--- src/rtl/vga_gc_datapath.sv ---
// Planar VGA graphics-controller datapath: sequencer map mask, GC register file,
// four write modes with ALU/rotate/set-reset/bit mask, and both read modes.
module vga_gc_datapath #(
   parameter int PLANES = 4,
   parameter int ADDR_W = 14,
   parameter int RD_LAT = 1
) (
   input  logic                iClk,
   input  logic                iRst,
   input  logic                iIoWr,
   input  logic [11:0]         iIoAddr,
   input  logic [7:0]          iIoData,
   input  logic                iMemWr,
   input  logic                iMemRd,
   input  logic [ADDR_W-1:0]   iAddr,
   input  logic [7:0]          iWrData,
   output logic [7:0]          oRdData,
   output logic                oRdValid,
   output logic                oBusy,
   output logic [ADDR_W-1:0]   oVramAddr,
   output logic                oVramRd,
   input  logic [8*PLANES-1:0] iVramRdData,
   output logic [PLANES-1:0]   oVramWr,
   output logic [8*PLANES-1:0] oVramWrData
);

   localparam int DW   = 8 * PLANES;
   localparam int RM_W = (PLANES > 1) ? $clog2(PLANES) : 1;

   typedef enum logic [2:0] {S_IDLE, S_WRITE, S_ISSUE, S_WAIT, S_DONE} state_t;

   state_t state, state_next;
   logic [2:0] wait_cnt;
   logic       wait_last;
   logic       accept_wr, accept_rd;

   // Register file
   logic [7:0]        seq_idx, gc_idx;
   logic [PLANES-1:0] map_mask, set_reset, set_reset_en, color_cmp, dont_care;
   logic [2:0]        rot_amt;
   logic [1:0]        alu_func, write_mode;
   logic [RM_W-1:0]   read_map;
   logic              read_mode;
   logic [7:0]        bit_mask;

   // Read context captured at accept, so IO writes cannot disturb an access in flight
   logic              cap_mode;
   logic [RM_W-1:0]   cap_map;
   logic [PLANES-1:0] cap_cmp, cap_dc;

   logic [DW-1:0] latches;
   logic [DW-1:0] wr_next;
   logic [15:0]   rot_wide;
   logic [7:0]    rot_data;
   logic [7:0]    rd_result;

   assign accept_wr = (state == S_IDLE) && iMemWr;
   assign accept_rd = (state == S_IDLE) && iMemRd && !iMemWr;
   assign wait_last = (wait_cnt == 3'(RD_LAT - 1));

   always_ff @(posedge iClk or posedge iRst) begin
      if (iRst) state <= S_IDLE;
      else      state <= state_next;
   end

   // NOTE: every signal driven from always_comb gets a default first, so no path leaves it unassigned and infers a latch.
   always_comb begin
      state_next = state;
      case (state)
         S_IDLE:  if (iMemWr) state_next = S_WRITE;
                  else if (iMemRd) state_next = S_ISSUE;
         S_WRITE: state_next = S_IDLE;
         S_ISSUE: state_next = S_WAIT;
         S_WAIT:  if (wait_last) state_next = S_DONE;
         S_DONE:  state_next = S_IDLE;
         default: state_next = S_IDLE;
      endcase
   end

   // NOTE: sequential state uses non-blocking assignments so every flop samples pre-edge values.
   always_ff @(posedge iClk or posedge iRst) begin
      if (iRst) wait_cnt <= '0;
      else if (state == S_ISSUE) wait_cnt <= '0;
      else if (state == S_WAIT) wait_cnt <= wait_cnt + 3'd1;
   end

   always_ff @(posedge iClk or posedge iRst) begin
      if (iRst) begin
         seq_idx      <= '0;
         gc_idx       <= '0;
         map_mask     <= '1;
         set_reset    <= '0;
         set_reset_en <= '0;
         color_cmp    <= '0;
         rot_amt      <= '0;
         alu_func     <= '0;
         read_map     <= '0;
         write_mode   <= '0;
         read_mode    <= 1'b0;
         dont_care    <= '0;
         bit_mask     <= 8'hFF;
      end else if (iIoWr) begin
         case (iIoAddr)
            12'h3C4: seq_idx <= iIoData;
            12'h3C5: if (seq_idx == 8'd2) map_mask <= iIoData[PLANES-1:0];
            12'h3CE: gc_idx <= iIoData;
            12'h3CF: begin
               case (gc_idx)
                  8'd0: set_reset    <= iIoData[PLANES-1:0];
                  8'd1: set_reset_en <= iIoData[PLANES-1:0];
                  8'd2: color_cmp    <= iIoData[PLANES-1:0];
                  8'd3: begin
                     rot_amt  <= iIoData[2:0];
                     alu_func <= iIoData[4:3];
                  end
                  8'd4: read_map <= (int'(iIoData[RM_W-1:0]) < PLANES) ? iIoData[RM_W-1:0] : '0;
                  8'd5: begin
                     write_mode <= iIoData[1:0];
                     read_mode  <= iIoData[3];
                  end
                  8'd7: dont_care <= iIoData[PLANES-1:0];
                  8'd8: bit_mask  <= iIoData;
                  default: ;
               endcase
            end
            default: ;
         endcase
      end
   end

   assign rot_wide = {iWrData, iWrData} >> rot_amt;
   assign rot_data = rot_wide[7:0];

   always_comb begin
      logic [7:0] lat, src, mask, alu;
      wr_next = '0;
      for (int p = 0; p < PLANES; p++) begin
         lat  = latches[8*p +: 8];
         src  = rot_data;
         mask = bit_mask;
         case (write_mode)
            2'd0: if (set_reset_en[p]) src = {8{set_reset[p]}};
            2'd2: src = {8{iWrData[p]}};
            2'd3: begin
               src  = {8{set_reset[p]}};
               mask = rot_data & bit_mask;
            end
            default: ;
         endcase
         case (alu_func)
            2'd1:    alu = src & lat;
            2'd2:    alu = src | lat;
            2'd3:    alu = src ^ lat;
            default: alu = src;
         endcase
         wr_next[8*p +: 8] = (write_mode == 2'd1) ? lat : ((mask & alu) | (~mask & lat));
      end
   end

   always_comb begin
      logic [7:0] plane, sel, diff;
      sel  = '0;
      diff = '0;
      for (int p = 0; p < PLANES; p++) begin
         plane = iVramRdData[8*p +: 8];
         if (cap_map == RM_W'(p)) sel = plane;
         diff = diff | ((plane ^ {8{cap_cmp[p]}}) & {8{cap_dc[p]}});
      end
      rd_result = cap_mode ? ~diff : sel;
   end

   // NOTE: the plane latches are real state visible through write mode 1, so they get a defined reset value.
   always_ff @(posedge iClk or posedge iRst) begin
      if (iRst) begin
         latches     <= '0;
         oRdData     <= '0;
         oVramAddr   <= '0;
         oVramWr     <= '0;
         oVramWrData <= '0;
         cap_mode    <= 1'b0;
         cap_map     <= '0;
         cap_cmp     <= '0;
         cap_dc      <= '0;
      end else begin
         oVramWr <= accept_wr ? map_mask : '0;
         if (accept_wr) begin
            oVramAddr   <= iAddr;
            oVramWrData <= wr_next;
         end
         if (accept_rd) begin
            oVramAddr <= iAddr;
            cap_mode  <= read_mode;
            cap_map   <= read_map;
            cap_cmp   <= color_cmp;
            cap_dc    <= dont_care;
         end
         if (state == S_WAIT && wait_last) begin
            latches <= iVramRdData;
            oRdData <= rd_result;
         end
      end
   end

   assign oBusy    = (state != S_IDLE);
   assign oVramRd  = (state == S_ISSUE);
   assign oRdValid = (state == S_DONE);

endmodule

--- config.mk ---
export PLATFORM = sky130hd
export DESIGN_NAME = vga_gc_datapath
export DESIGN_NICKNAME = d
export VERILOG_FILES = /design/src/rtl/vga_gc_datapath.sv
export SDC_FILE = /design/constraint.sdc
export NUM_CORES = 1
export LEC_CHECK = 0
export CORE_ASPECT_RATIO = 1.2
export CORE_MARGIN = 2
export CORE_UTILIZATION = 40
export DETAILED_ROUTE_END_ITERATION = 8
export HOLD_SLACK_MARGIN = 0.02
export PLACE_DENSITY = 0.71
export SYNTH_ARGS = -nofsm -noshare
export SYNTH_HDL_FRONTEND = slang
export SYNTH_SLANG_ARGS = --single-unit
--- constraint.sdc ---
create_clock -name iClk -period 9.68 [get_ports iClk]
set_clock_uncertainty 0.05 [all_clocks]
set_input_delay 0.968 -clock iClk [delete_from_list [all_inputs] [get_ports iClk]]
set_output_delay 0.968 -clock iClk [all_outputs]
set_load 0.005 [all_outputs]
=== Word level (Yosys, flattened, before mapping) ===
Cells that the tools add are included.

* Register bits after elaboration: 161
* Bits in latches: 0
* Memory bits (writable): 0
* ROM bits: 0
* Input port bits: 79
* Memories kept: 0

* $add $sub $neg: 1
* $mul: 0
* Divide/modulo/power cells: 0
* Magnitude comparators: 0
* Eq/ne operators: 26
* Shifts and indexed selects: 1
* Muxes and demuxes: 31
* Bitwise operators: 38
* Reductions and logical operators: 25

{| class="wikitable"
|+ Operators with widths
! kind !! count
|-
| 8-bit case mux with 3 select lines || 8
|-
| 8-bit AND || 17
|-
| 8-bit 2-to-1 mux || 14
|-
| 8-bit OR || 11
|-
| 8-bit XOR || 8
|-
| 12-bit by 10-bit equality test with 1-bit output, second input constant || 4
|-
| 14-bit 2-to-1 mux || 2
|-
| 3-bit AND reduction || 9
|-
| 8-bit by 2-bit equality test with 1-bit output, second input constant || 3
|-
| 8-bit by 3-bit equality test with 1-bit output, second input constant || 3
|-
| 8-bit inverter || 2
|-
| 16-bit by 3-bit right shift with 8-bit output || 1
|-
| 3-bit 2-to-1 mux || 5
|-
| 2-bit equality test, second input constant || 6
|-
| 3-bit case mux with 3 select lines || 1
|-
| 8-bit by 1-bit equality test with 1-bit output, second input constant || 1
|-
| 8-bit by 4-bit equality test with 1-bit output, second input constant || 1
|-
| 8-bit zero test || 1
|-
| 2-bit by 1-bit equality test with 1-bit output, second input constant || 3
|-
| 3-bit by 2-bit equality test with 1-bit output, second input constant || 2
|-
| 3-bit zero test || 2
|-
| 2-bit AND reduction || 3
|-
| 1-bit logical AND || 4
|-
| 2-bit zero test || 2
|-
| other kinds (8) || 9
|}

=== Depth between registers and ports, before layout ===
Gate-level depths: netlist of run 1.

* Depth in word-level cells: 8
* Depth in mapped cells: 10

=== Worst setup path before layout of run 1 ===
Ideal clock, no wire load.

* Path kind: input port to flip-flop
* Start: input port iWrData[1]
* End: register oVramWrData[26]
* Data arrival time: 2.776 ns
* Data required time: 9.504 ns
* Path slack: 6.728 ns
* Stages on the path: 8
* Path through: mux4_2 > mux2i_4 > a21oi_1 > ha_1 > mux2i_1 > a21oi_1 > a2bb2oi_1 > a221o_1

* Longest elaborated chain between the ends: 8

{| class="wikitable"
|+ Ends and longest elaborated chain
! element !! line !! source
|-
| start, declared || 16 || <nowiki>input logic [7:0] iWrData,</nowiki>
|-
| 16-bit by 3-bit right shift with 8-bit output * || 131 || <nowiki>assign rot_wide = {iWrData, iWrData} >> rot_amt;</nowiki>
|-
| 8-bit 2-to-1 mux || 142 || <nowiki>2'd0: if (set_reset_en[p]) src = {8{set_reset[p]}};</nowiki>
|-
| 8-bit case mux with 3 select lines || 141 || <nowiki>case (write_mode)</nowiki>
|-
| 8-bit XOR (tied with other cells) || 153 || <nowiki>2'd3: alu = src ^ lat;</nowiki>
|-
| 8-bit case mux with 3 select lines || 150 || <nowiki>case (alu_func)</nowiki>
|-
| 8-bit AND || 156 || <nowiki>wr_next[8*p +: 8] = (write_mode == 2'd1) ? lat : ((mask & alu) | (~mask & lat));</nowiki>
|-
| 8-bit OR * || 156 ||
|-
| 8-bit 2-to-1 mux * || 156 ||
|-
| end signal, assigned || 188 || <nowiki>oVramWrData <= wr_next;</nowiki>
|-
| end, declared || 24 || <nowiki>output logic [8*PLANES-1:0] oVramWrData</nowiki>
|}

Mark *: on every way between the ends. The rest lies on a longest branch, timed or not.
A chain may end at the register's enable or synchronous reset.

=== Worst setup path in the final report of run 1 ===
* Start: register write_mode[0]
* End: register oVramWrData[26]

* Longest elaborated chain between the ends: 7

{| class="wikitable"
|+ Ends and longest elaborated chain
! element !! line !! source
|-
| start, declared || 41 || <nowiki>logic [1:0] alu_func, write_mode;</nowiki>
|-
| start signal, assigned || 118 || <nowiki>write_mode <= iIoData[1:0];</nowiki>
|-
| 2-bit equality test or 2-bit zero test (tied branches) || 141 ||
|-
| 8-bit case mux with 3 select lines || 141 ||
|-
| 8-bit XOR (tied with other cells) || 153 ||
|-
| 8-bit case mux with 3 select lines || 150 ||
|-
| 8-bit AND || 156 ||
|-
| 8-bit OR || 156 ||
|-
| 8-bit 2-to-1 mux * || 156 ||
|}

Marked as above.

==> impl_results.md, run 1 <==
* Status: finished clean
* Nets at 1114
* Synth Register Bits at 161
* Slew headroom at 15.2%
* WL per Instance at approximately 20 um
* Cell Pwr Density at about 230 nW/um^2
* CP Launch Type: flip-flop
* TritonCTS clock tree: done
* Worst-skew pair later-pin latency at 0.43 ns
* Vias per cell at 5.74
* GPL Wtd Cong at 0.842
* Cell Area, Placed at 11300 um^2
* Net Count, Synth at 1004
* Top delay family on crit path: compound AO/OA/AOI/OAI gates
* Port bufs at 139
* Largest net degree at the start of global routing at 102
* CP Class: reg -> reg
* Slew @ Worst Pin at 1.26 ns
* Mux cell area share after synthesis at between 20% and 30%
* RSZ-0062 raised after global routing: no
* Leak at 4.90 nW
* Die Y at 175 um
* Commonest non-fill, non-tap cell in the layout: dfrtp_1
* Cell area after layout at 11900 um^2
* Post-route DRC at 0
* FP Rows at 62
* Highest Clock Rate at ~280 MHz
* CP max FO at 17
* Met3 usage at 3.37%
* Starting density of the core at 40.6%
* Required time of the critical path at 9.94 ns
* Final period util at between 30% and 40%
* Initial antenna violation count at 0
* 1st-pass router iterations at 5
* Post-CTS sizing at 0
* Layout area overhead at 22.7%
* Gate Count Post-Synth at 891
* Total grt overflow at 0
* Hold Buf Count CTS at 0
* Max-cap violations at 0
* Number of synthesized flops with an enable pin at 0
* Core ar. at 23900 um^2
* WP data arrival at 3.85 ns
* Min Clock Period, post-route at 3.59 ns
* GR Util met2 at a little over a third
* Mean Syn Cell Area at around 11 um^2
* Max Slew Vio Count at 0
* Yosys cell types at 64
* Number of synthesis warnings at 0
* Most frequent cells in the layout: 148 x dfrtp_1, 139 x clkdlybuf4s50_1, 113 x mux2_2
* Fin. Hold Viols at 0
* CP peak stage delay at 0.92 ns
* Top_reg_cell synth: dfrtp_1
* Setup TNS at 0 ns
* Busiest grt layer: met2
* Clock root cell: clkbuf_16
* Num CTS Buffers at 17
* GR Layer Usage met1 at 26.7%
* Asr flop ratio synth at 100%
* Hpwl dp at 19.1 mm
* Die area at 25500 um^2
* Peak supply drop at 0.126 mV
* Antenna fix cells at 0
* IO Count at 140
* CP Buf/Inv Count at 1
* Remaining antenna violation count at 0
* First-pass GRT wire length at ~43 mm
* Most frequent CP cell: a21oi_1
* Worst-path clk slew at 0.07 ns
* Initial drt markers at just under 600
* Largest family of logic cells by synthesized area: multiplexers
* Mapped cell area at slightly below 10000 um^2
* Vias in the first global route at 7740
* Xor/xnor share of the synthesized area at approximately 2.9%
* Register area share after synthesis at 41.7%
* Post-CTS Setup Bufs at 0
* Critical Path Sink Type: flip-flop
* Post-synthesis compound-gate area fraction at around an eighth
* Worst Hold Class: reg -> reg
* DR vias at 7651
* Endpoints failing setup at 0
* Share of layout cells above drive strength 1 at 19.8%
* Worst-path cell chain: clkinv_1 > a21oi_1 > a21oi_1 > ha_1 > mux2i_1 > a21oi_1 > a2bb2oi_1 > a221o_1
* Post-Synth Simple-Gate Area at about 11%
* Longest Clk Path Bufs at 2
* Clock Sinks at 161
* Worst path slowest cell: a21oi_1
* Die X at 146 um
* # H-tree levels at 4
* Routed wire length at around 27 mm
* Adder-cell share of the synthesized area at 4.39%
* Total GRT Usage at 21.4%
[cell usage after synthesis (3+ instances only)]
cell / instances / area [um^2]
nand3b_1: 9 / 67.6
nor3_1: 5 / 25.0
a22o_1: 8 / 70.1
a221oi_1: 13 / 114
nand2b_1: 9 / 56.3
a31o_1: 3 / 26.3
mux2i_1: 47 / 470
mux2i_4: 5 / 113
nand4_1: 3 / 18.8
ha_1: 34 / 425
nor2_1: 40 / 150
nand2_1: 81 / 304
mux4_2: 14 / 315
nor4b_1: 3 / 26.3
mux2_2: 113 / 1270
a222oi_1: 5 / 50.1
a211oi_1: 10 / 75.1
xor2_1: 32 / 280
a21oi_1: 66 / 330
nor3b_1: 3 / 22.5
a2bb2oi_1: 18 / 158
o21ai_0: 25 / 125
inv_1: 15 / 56.3
o22ai_1: 12 / 75.1
clkbuf_1: 31 / 116
a31o_2: 3 / 26.3
nor2b_1: 19 / 119
clkbuf_8: 3 / 41.3
buf_2: 12 / 60.1
dfrtp_1: 149 / 3730
o2111ai_1: 8 / 70.1
and2_1: 11 / 68.8
buf_1: 8 / 30.0
nand3_1: 23 / 115
dfstp_2: 12 / 315
buf_6: 3 / 33.8
[through the flow]
step	hold WS, ns	total power [mW]	cells	utilization, %	setup slack [ns]
final	0.438	2.68	1334	49.8	6.09
after global routing	0.475	2.83	1334	49.8	5.89
after floorplan	0.398	1.52	891	-	4.33
after global placement	0.423	1.96	1302	47.3	6.03
after CTS	0.442	2.70	1334	49.8	6.20
after detailed placement	0.426	1.99	1302	47.3	5.95
[worst paths after layout]
check / from / endpoint / cells past startpoint / slack [ns]
max: write_mode[0] / oVramWrData[26] / 8 / 6.09
min: oVramWrData[24] / oVramWrData[24] / 2 / 0.44
max reg2reg: write_mode[0] / oVramWrData[26] / 8 / 6.09
min reg2reg: oVramWrData[24] / oVramWrData[24] / 2 / 0.44
max in group asynchronous: iRst / alu_func[1] / 3 / 7.06
min in group asynchronous: iRst / oVramAddr[8] / 2 / 1.07
[tightest hold or removal path: stages (launching register included)]
cell     delay (ns)
dfrtp_1        0.35
nand2_1        0.05
nand3_1        0.05
[registers in the layout, indices dropped and copies added (netlist names), 2 cells and up]
name          cells
rot_amt           3
wait_cnt          3
set_reset_en      4
seq_idx           8
set_reset         4
bit_mask          8
oRdData           8
state             3
latches          32
cap_cmp           4
map_mask          4
cap_dc            4
read_map          2
cap_map           2
oVramAddr        14
oVramWrData      32
color_cmp         4
dont_care         4
alu_func          2
gc_idx            8
write_mode        2
oVramWr           4
[routing by layer]
metal / routed length [um] / share of wire, % / vias to the layer above
met3: 1290 / 4.7 / 67
met4: 1280 / 4.7 / 0
met2: 13300 / 49 / 256
li1: - / - / 3504
met1: 11200 / 41 / 3824
met5: 0 / 0 / -
[power by group]
part | switching, mW | internal (mW) | leakage [nW]
Clock | 0.287 | 0.412 | 0.299
Sequential | 0.211 | 0.868 | 2.01
Combinational | 0.376 | 0.525 | 2.59
Total | 0.875 | 1.80 | 4.90
[cell type report]
cell class                 instances  area, um^2
clock buffer                      23         488
clock inverter                     9         118
fill                            2171       12000
inverter                          16        65.1
multi-input combinational        657        5330
sequential                       161        4050
tap                              320         400
timing repair buffer             148        1460
[logic make-up (layout without fill, tap and decap cells)]
logic type,count (synthesis),after routing
simple gates,222,222
xor+xnor,32,32
fa+ha+maj,34,34
flops,161,161
mux,181,181
compound gates,188,188
buf+inv,73,196
Note: power is estimated with default switching activity, not from simulation.
==> run 2: changes to the inputs <==
- clock period: 9.68 -> 3.6 ns (I/O delays scaled with it)
==> run 2 against run 1 <==
Net effect:
- global-route usage hardly changed
- non-clock buffer count is 14 higher
- sequential share of layout area is 0.32 points lower
- utilization is 0.47 points higher
- setup slack worse by 5.5 ns
- die area stayed put
- worst hold slack worse by 0.098 ns
- combinational power grew to 2.7 times the previous value
- sequential power grew to 2.7 times the previous value
- fmax is 20% higher
- largest cell class unchanged
- largest power group unchanged
==> impl_results.md, run 2 (same netlist as run 1, synthesis figures left out) <==
* Worst-skew pair later-pin latency at 0.44 ns (was 0.43 ns)
* Worst-path cell chain: mux4_1 > mux2i_1 > a21oi_1 > ha_1 > nor2b_1 > a211oi_1 > nor2_1 > o2111ai_1 > nand3_1 (was clkinv_1 > a21oi_1 > a21oi_1 > ha_1 > mux2i_1 > a21oi_1 > a2bb2oi_1 > a221o_1)
* Final core occ at 50.3% (was 49.8%)
* Cells after DPL at 1316 (was 1302)
* CP Class: reg -> reg (unchanged)
* DR vias at 7752 (was 7651)
* Peak supply drop at 0.374 mV (was 0.126 mV)
* Antenna fix cells at 0 (unchanged)
* Most frequent cells in the layout: 148 x dfrtp_1, 139 x clkdlybuf4s50_1, 113 x mux2_2 (unchanged)
* Vias per cell at 5.75 (was 5.74)
* Share of layout cells above drive strength 1 at 21.1% (was 19.8%)
* Cell Area, Placed at 11400 um^2 (was 11300 um^2)
* Worst path slowest cell: mux4_1 (was a21oi_1)
* Total grt overflow at 0 (unchanged)
* Top delay family on crit path: multiplexers (was compound AO/OA/AOI/OAI gates)
* Layout fillers at 2208 (was 2171)
* Slew headroom at 34.1% (was 15.2%)
* Fin. Hold Viols at 0 (unchanged)
* Worst Hold Class: in -> async (was reg -> reg)
* Initial antenna violation count at 0 (unchanged)
* Die area at 25500 um^2 (unchanged)
* Longest Clk Path Bufs at 2 (unchanged)
* Non-filler cells, final at 1348 (was 1334)
* Final worst slack at 0.611 ns (was 6.09 ns)
* Clock root cell: clkbuf_16 (unchanged)
* Cell Pwr Density at 593 nW/um^2 (was 225 nW/um^2)
* CP Launch Type: flip-flop (unchanged)
* TritonCTS clock tree: done (unchanged)
* Required time of the critical path at 3.87 ns (was 9.94 ns)
* Num CTS Buffers at 17 (unchanged)
* CP peak stage delay at 0.68 ns (was 0.92 ns)
* Status: finished clean (unchanged)
* WP data arrival at 3.26 ns (was 3.85 ns)
* Leak at 4.96 nW (was 4.90 nW)
* Starting density of the core at 40.6% (unchanged)
* Largest registers: latches: 32 flops, oVramWrData: 32 flops, oVramAddr: 14 flops (unchanged)
* Initial drt markers at 557 (was 585)
* Max-cap violations at 0 (unchanged)
* R2R setup slack at 0.61 ns (was 6.09 ns)
* Slew @ Worst Pin at 0.979 ns (was 1.26 ns)
* Nets at 1128 (was 1114)
* Clock Sinks at 161 (unchanged)
* Max Slew Vio Count at 0 (unchanged)
* Critical Path Sink Type: flip-flop (unchanged)
* Hold Buf Count CTS at 0 (unchanged)
* CP max FO at 9 (was 17)
* Port bufs at 139 (unchanged)
* Routed wire length at 27.2 mm (was 27.1 mm)
* Setup TNS at 0 ns (unchanged)
* # H-tree levels at 4 (unchanged)
* Worst-path clk slew at 0.08 ns (was 0.07 ns)
* Reg2Reg Depth at 9 (was 8)
* WL per Instance at 20.2 um (was 20.3 um)
* IO Count at 140 (unchanged)
* Die Y at 175 um (unchanged)
* RR Startpoint: rot_amt[1] (was write_mode[0])
* Commonest non-fill, non-tap cell in the layout: dfrtp_1 (unchanged)
* Core ar. at 23900 um^2 (unchanged)
* Pwr Total at 7.13 mW (was 2.68 mW)
* Final hold slack at 0.340 ns (was 0.438 ns)
* Vias in the first global route at 7679 (was 7740)
* CP Buf/Inv Count at 0 (was 1)
* Post-CTS sizing at 0 (unchanged)
* Die X at 146 um (unchanged)
* Highest Clock Rate at 335 MHz (was 279 MHz)
* Post-CTS Setup Bufs at 0 (unchanged)
* First-pass GRT wire length at 42.7 mm (was 42.8 mm)
* Largest net degree at the start of global routing at 55 (was 102)
* 1st-pass router iterations at 5 (unchanged)
* RSZ-0062 raised after global routing: no (unchanged)
* GPL Wtd Cong at 0.892 (was 0.842)
* Endpoints failing setup at 0 (unchanged)
* Remaining antenna violation count at 0 (unchanged)
* Total GRT Usage at 21.5% (was 21.4%)
* Hpwl dp at 19.5 mm (was 19.1 mm)
* Min Clock Period, post-route at 2.99 ns (was 3.59 ns)
* Post-route DRC at 0 (unchanged)
* Layout area overhead at 23.9% (was 22.7%)
* FP Rows at 62 (unchanged)
* Cell area after layout at 12000 um^2 (was 11900 um^2)
* Dpl ws at 0.473 ns (was 5.95 ns)
* Final period util at 83.0% (was 37.1%)
* Worst R2R End: oVramWrData[25] (was oVramWrData[26])
-- run 2: cell count changes in the layout (fill, tap and decap cells not counted), sizes merged --
cell,before,now
buf,9,23
bufinv,2,0
clkbuf,23,17
clkinv,4,5
clkinvlp,0,3
inv,19,23
-- run 2: layer usage --
layer,wire [um],global-route usage [%],vias up
met5,0,0,-
met4,1390,11.8,0
met3,1490,3.79,77
met2,13400,36.6,283
met1,10900,25.8,3848
li1,-,-,3544
-- run 2: how the worst max path moves through the flow --
stage                from  depth (start not counted)              end  slack [ns]
3_3_place_gp   iWrData[3]                         10  oVramWrData[17]        0.53
2_1_floorplan  rot_amt[1]                          9  oVramWrData[26]        1.11
4_1_cts        rot_amt[1]                          9  oVramWrData[25]        0.62
3_5_place_dp   iWrData[3]                          9  oVramWrData[16]        0.47
6_report       rot_amt[1]                          9  oVramWrData[25]        0.61
5_1_grt        rot_amt[1]                          9  oVramWrData[25]        0.36
-- run 2: area by class of cell --
cell class                 instances  area, um^2  area share (%)
multi-input combinational        657        5330            44.3
sequential                       161        4050            33.7
timing repair buffer             162        1590            13.2
clock buffer                      17         425            3.54
tap                              320         400            3.33
clock inverter                    15         164            1.36
inverter                          16        63.8           0.531
-- run 2: worst reg2reg max path: cells and delay by family, from the launching register on --
kind                     cells  cell delay (ns)
AO/OA/AOI/OAI                3             0.57
flip-flops                   1             0.61
adder cells (fa/ha/maj)      1             0.22
multiplexers                 2             1.11
AND/OR/NAND/NOR              3             0.30
-- run 2: where the power goes --
group / internal [mW] / total [mW] / switching [mW]
sequential: 2.33 / 2.89 / 0.561
clock: 0.932 / 1.81 / 0.878
combinational: 1.42 / 2.43 / 1.01
total: 4.68 / 7.13 / 2.45
==> run 3: changes to the inputs <==
- PLACE_DENSITY: 0.71 -> 0.73
- clock period: 3.6 -> 2.7 ns (I/O delays scaled with it)
==> run 3 against run 2 <==
Net effect:
- clock power grew 39%
- count of clock-buffer cells in the layout did not move
- sequential power increased by 34%
- utilization rose by 2.4 points
- critical path type unchanged
- final cell count up 4.4%
- non-clock buffer count rose by 59
- via count rose by 2.5%
==> impl_results.md, run 3 (same netlist as run 1, synthesis figures left out) <==
* Worst R2R End: oVramWrData[29] (was oVramWrData[25])
* Longest Clk Path Bufs at 2 (unchanged)
* Hpwl dp at 20.4 mm (was 19.5 mm)
* CP max FO at 8 (was 9)
* Worst-skew pair later-pin latency at 0.44 ns (about the same)
* Largest registers: latches: 32 flops, oVramWrData: 32 flops, oVramAddr: 14 flops (unchanged)
* CP Buf/Inv Count at 1 (was 0)
* Required time of the critical path at 2.96 ns (was 3.87 ns)
* Highest Clock Rate at 372 MHz (was 335 MHz)
* Max-cap violations at 0 (unchanged)
* Total GRT Usage at 22.2% (was 21.5%)
* Clock Sinks at 161 (unchanged)
* Commonest non-fill, non-tap cell in the layout: dfrtp_1 (unchanged)
* Nets at 1187 (was 1128)
* Share of layout cells above drive strength 1 at 27.4% (was 21.1%)
* CP Launch Type: flip-flop (unchanged)
* Routed wire length at 28.2 mm (was 27.2 mm)
* Worst-path cell chain: mux4_2 > buf_6 > mux2i_4 > a21oi_2 > ha_1 > mux2i_1 > nand2b_1 > a221oi_2 > o22ai_1 (was mux4_1 > mux2i_1 > a21oi_1 > ha_1 > nor2b_1 > a211oi_1 > nor2_1 > o2111ai_1 > nand3_1)
* RR Startpoint: rot_amt[1] (unchanged)
* Clock root cell: clkbuf_16 (unchanged)
* TritonCTS clock tree: done (unchanged)
* GPL Wtd Cong at 0.886 (was 0.892)
* Initial drt markers at 642 (was 557)
* 1st-pass router iterations at 5 (unchanged)
* Worst-path clk slew at 0.07 ns (was 0.08 ns)
* Dpl ws at -0.195 ns (was 0.473 ns)
* CP peak stage delay at 0.59 ns (was 0.68 ns)
* Die Y at 175 um (unchanged)
* CP Class: reg -> reg (unchanged)
* Fin. Hold Viols at 0 (unchanged)
* Cell Pwr Density at 777 nW/um^2 (was 593 nW/um^2)
* Final worst slack at 0.0153 ns (was 0.611 ns)
* Leak at 5.28 nW (was 4.96 nW)
* Final period util at 99.4% (was 83.0%)
* Post-route DRC at 0 (unchanged)
* WL per Instance at 20.1 um (was 20.2 um)
* Max Slew Vio Count at 0 (unchanged)
* Core ar. at 23900 um^2 (unchanged)
* Slew @ Worst Pin at 0.731 ns (was 0.979 ns)
* Largest net degree at the start of global routing at 73 (was 55)
* Die X at 146 um (unchanged)
* Port bufs at 139 (unchanged)
* Num CTS Buffers at 17 (unchanged)
* Vias per cell at 5.64 (was 5.75)
* Total grt overflow at 0 (unchanged)
* R2R setup slack at 0.02 ns (was 0.61 ns)
* Top delay family on crit path: multiplexers (unchanged)
* Critical Path Sink Type: flip-flop (unchanged)
* Worst Hold Class: in -> async (unchanged)
* Initial antenna violation count at 0 (unchanged)
* WP data arrival at 2.95 ns (was 3.26 ns)
* Reg2Reg Depth at 9 (unchanged)
* Layout fillers at 2112 (was 2208)
* FP Rows at 62 (unchanged)
* Slew headroom at 50.9% (was 34.1%)
* Setup TNS at 0 ns (unchanged)
* Layout area overhead at 29.8% (was 23.9%)
* Status: finished clean (unchanged)
* Endpoints failing setup at 0 (unchanged)
* Min Clock Period, post-route at 2.68 ns (was 2.99 ns)
* # H-tree levels at 4 (unchanged)
* IO Count at 140 (unchanged)
* Most frequent cells in the layout: 145 x dfrtp_1, 139 x clkdlybuf4s50_1, 113 x mux2_2 (was 148 x dfrtp_1, 139 x clkdlybuf4s50_1, 113 x mux2_2)
* Remaining antenna violation count at 0 (unchanged)
* Starting density of the core at 40.6% (unchanged)
* Antenna fix cells at 0 (unchanged)
* Die area at 25500 um^2 (unchanged)
* DR vias at 7942 (was 7752)
* First-pass GRT wire length at 44.4 mm (was 42.7 mm)
* Worst path slowest cell: mux4_2 (was mux4_1)
* RSZ-0062 raised after global routing: yes (was no)
* Vias in the first global route at 7934 (was 7679)
* Peak supply drop at 0.479 mV (was 0.374 mV)
* Final core occ at 52.7% (was 50.3%)
## run 3: changes by cell type in the layout (fill, tap and decap cells not counted), sizes merged
cell,previous run,this run
buf,23,82
bufinv,0,1
clkinv,5,4
## run 3: worst max path at each step
stage / slack (ns) / cells past startpoint / from / endpoint
finish: 0.02 / 9 / rot_amt[1] / oVramWrData[29]
global route: -0.09 / 9 / rot_amt[1] / oVramWrData[29]
CTS: 0.03 / 9 / rot_amt[1] / oVramWrData[30]
detailed placement: -0.19 / 9 / iWrData[0] / oVramWrData[26]
global placement: -0.11 / 9 / iWrData[1] / oVramWrData[26]
floorplan: 0.21 / 9 / rot_amt[1] / oVramWrData[26]
## run 3: report_power, final
part	switching, mW	total (mW)	internal, mW
clock network	1.17	2.51	1.34
registers	0.749	3.86	3.11
logic	1.41	3.42	2.02
## run 3: final cells by class
class | instances | area (um^2) | area share (%)
Tap cell | 320 | 400 | 3.18
Clock inverter | 15 | 186 | 1.48
Multi-Input combinational cell | 657 | 5400 | 42.9
Sequential cell | 161 | 4050 | 32.2
Timing Repair Buffer | 221 | 2060 | 16.4
Clock buffer | 17 | 425 | 3.38
Inverter | 16 | 67.6 | 0.537
## run 3: through the flow
stage	cells	hold slack (ns)	total power, mW	area, um^2
3_3_place_gp	1366	0.416	7.12	11800
6_report	1407	0.0792	9.79	12600
2_1_floorplan	891	0.337	5.46	9700
5_1_grt	1407	0.0715	10.4	12600
4_1_cts	1398	0.0632	9.81	12400
3_5_place_dp	1366	0.423	7.26	11800
## run 3: metal layers
layer  part of all wire (%)  global-route usage (%)  vias up
li1                       -                       -     3657
met4                    4.3                    11.8        0
met5                      0                       0        -
met1                     40                    26.7     3984
met2                     51                    38.1      247
met3                    4.4                    3.84       54
## run 3: timing repair
item	4_1_cts	5_1_grt
pin swaps	0	22
setup buffers	0	9
resized for setup	2	25
hold buffers	0	0
setup endpoints to repair	8	18
## run 3: worst register-to-register path, stage by stage, from the launching register on
cell	delay, ns
dfrtp_2	0.49
mux4_2	0.59
buf_6	0.15
mux2i_4	0.25
a21oi_2	0.11
ha_1	0.28
mux2i_1	0.19
nand2b_1	0.11
a221oi_2	0.25
o22ai_1	0.10
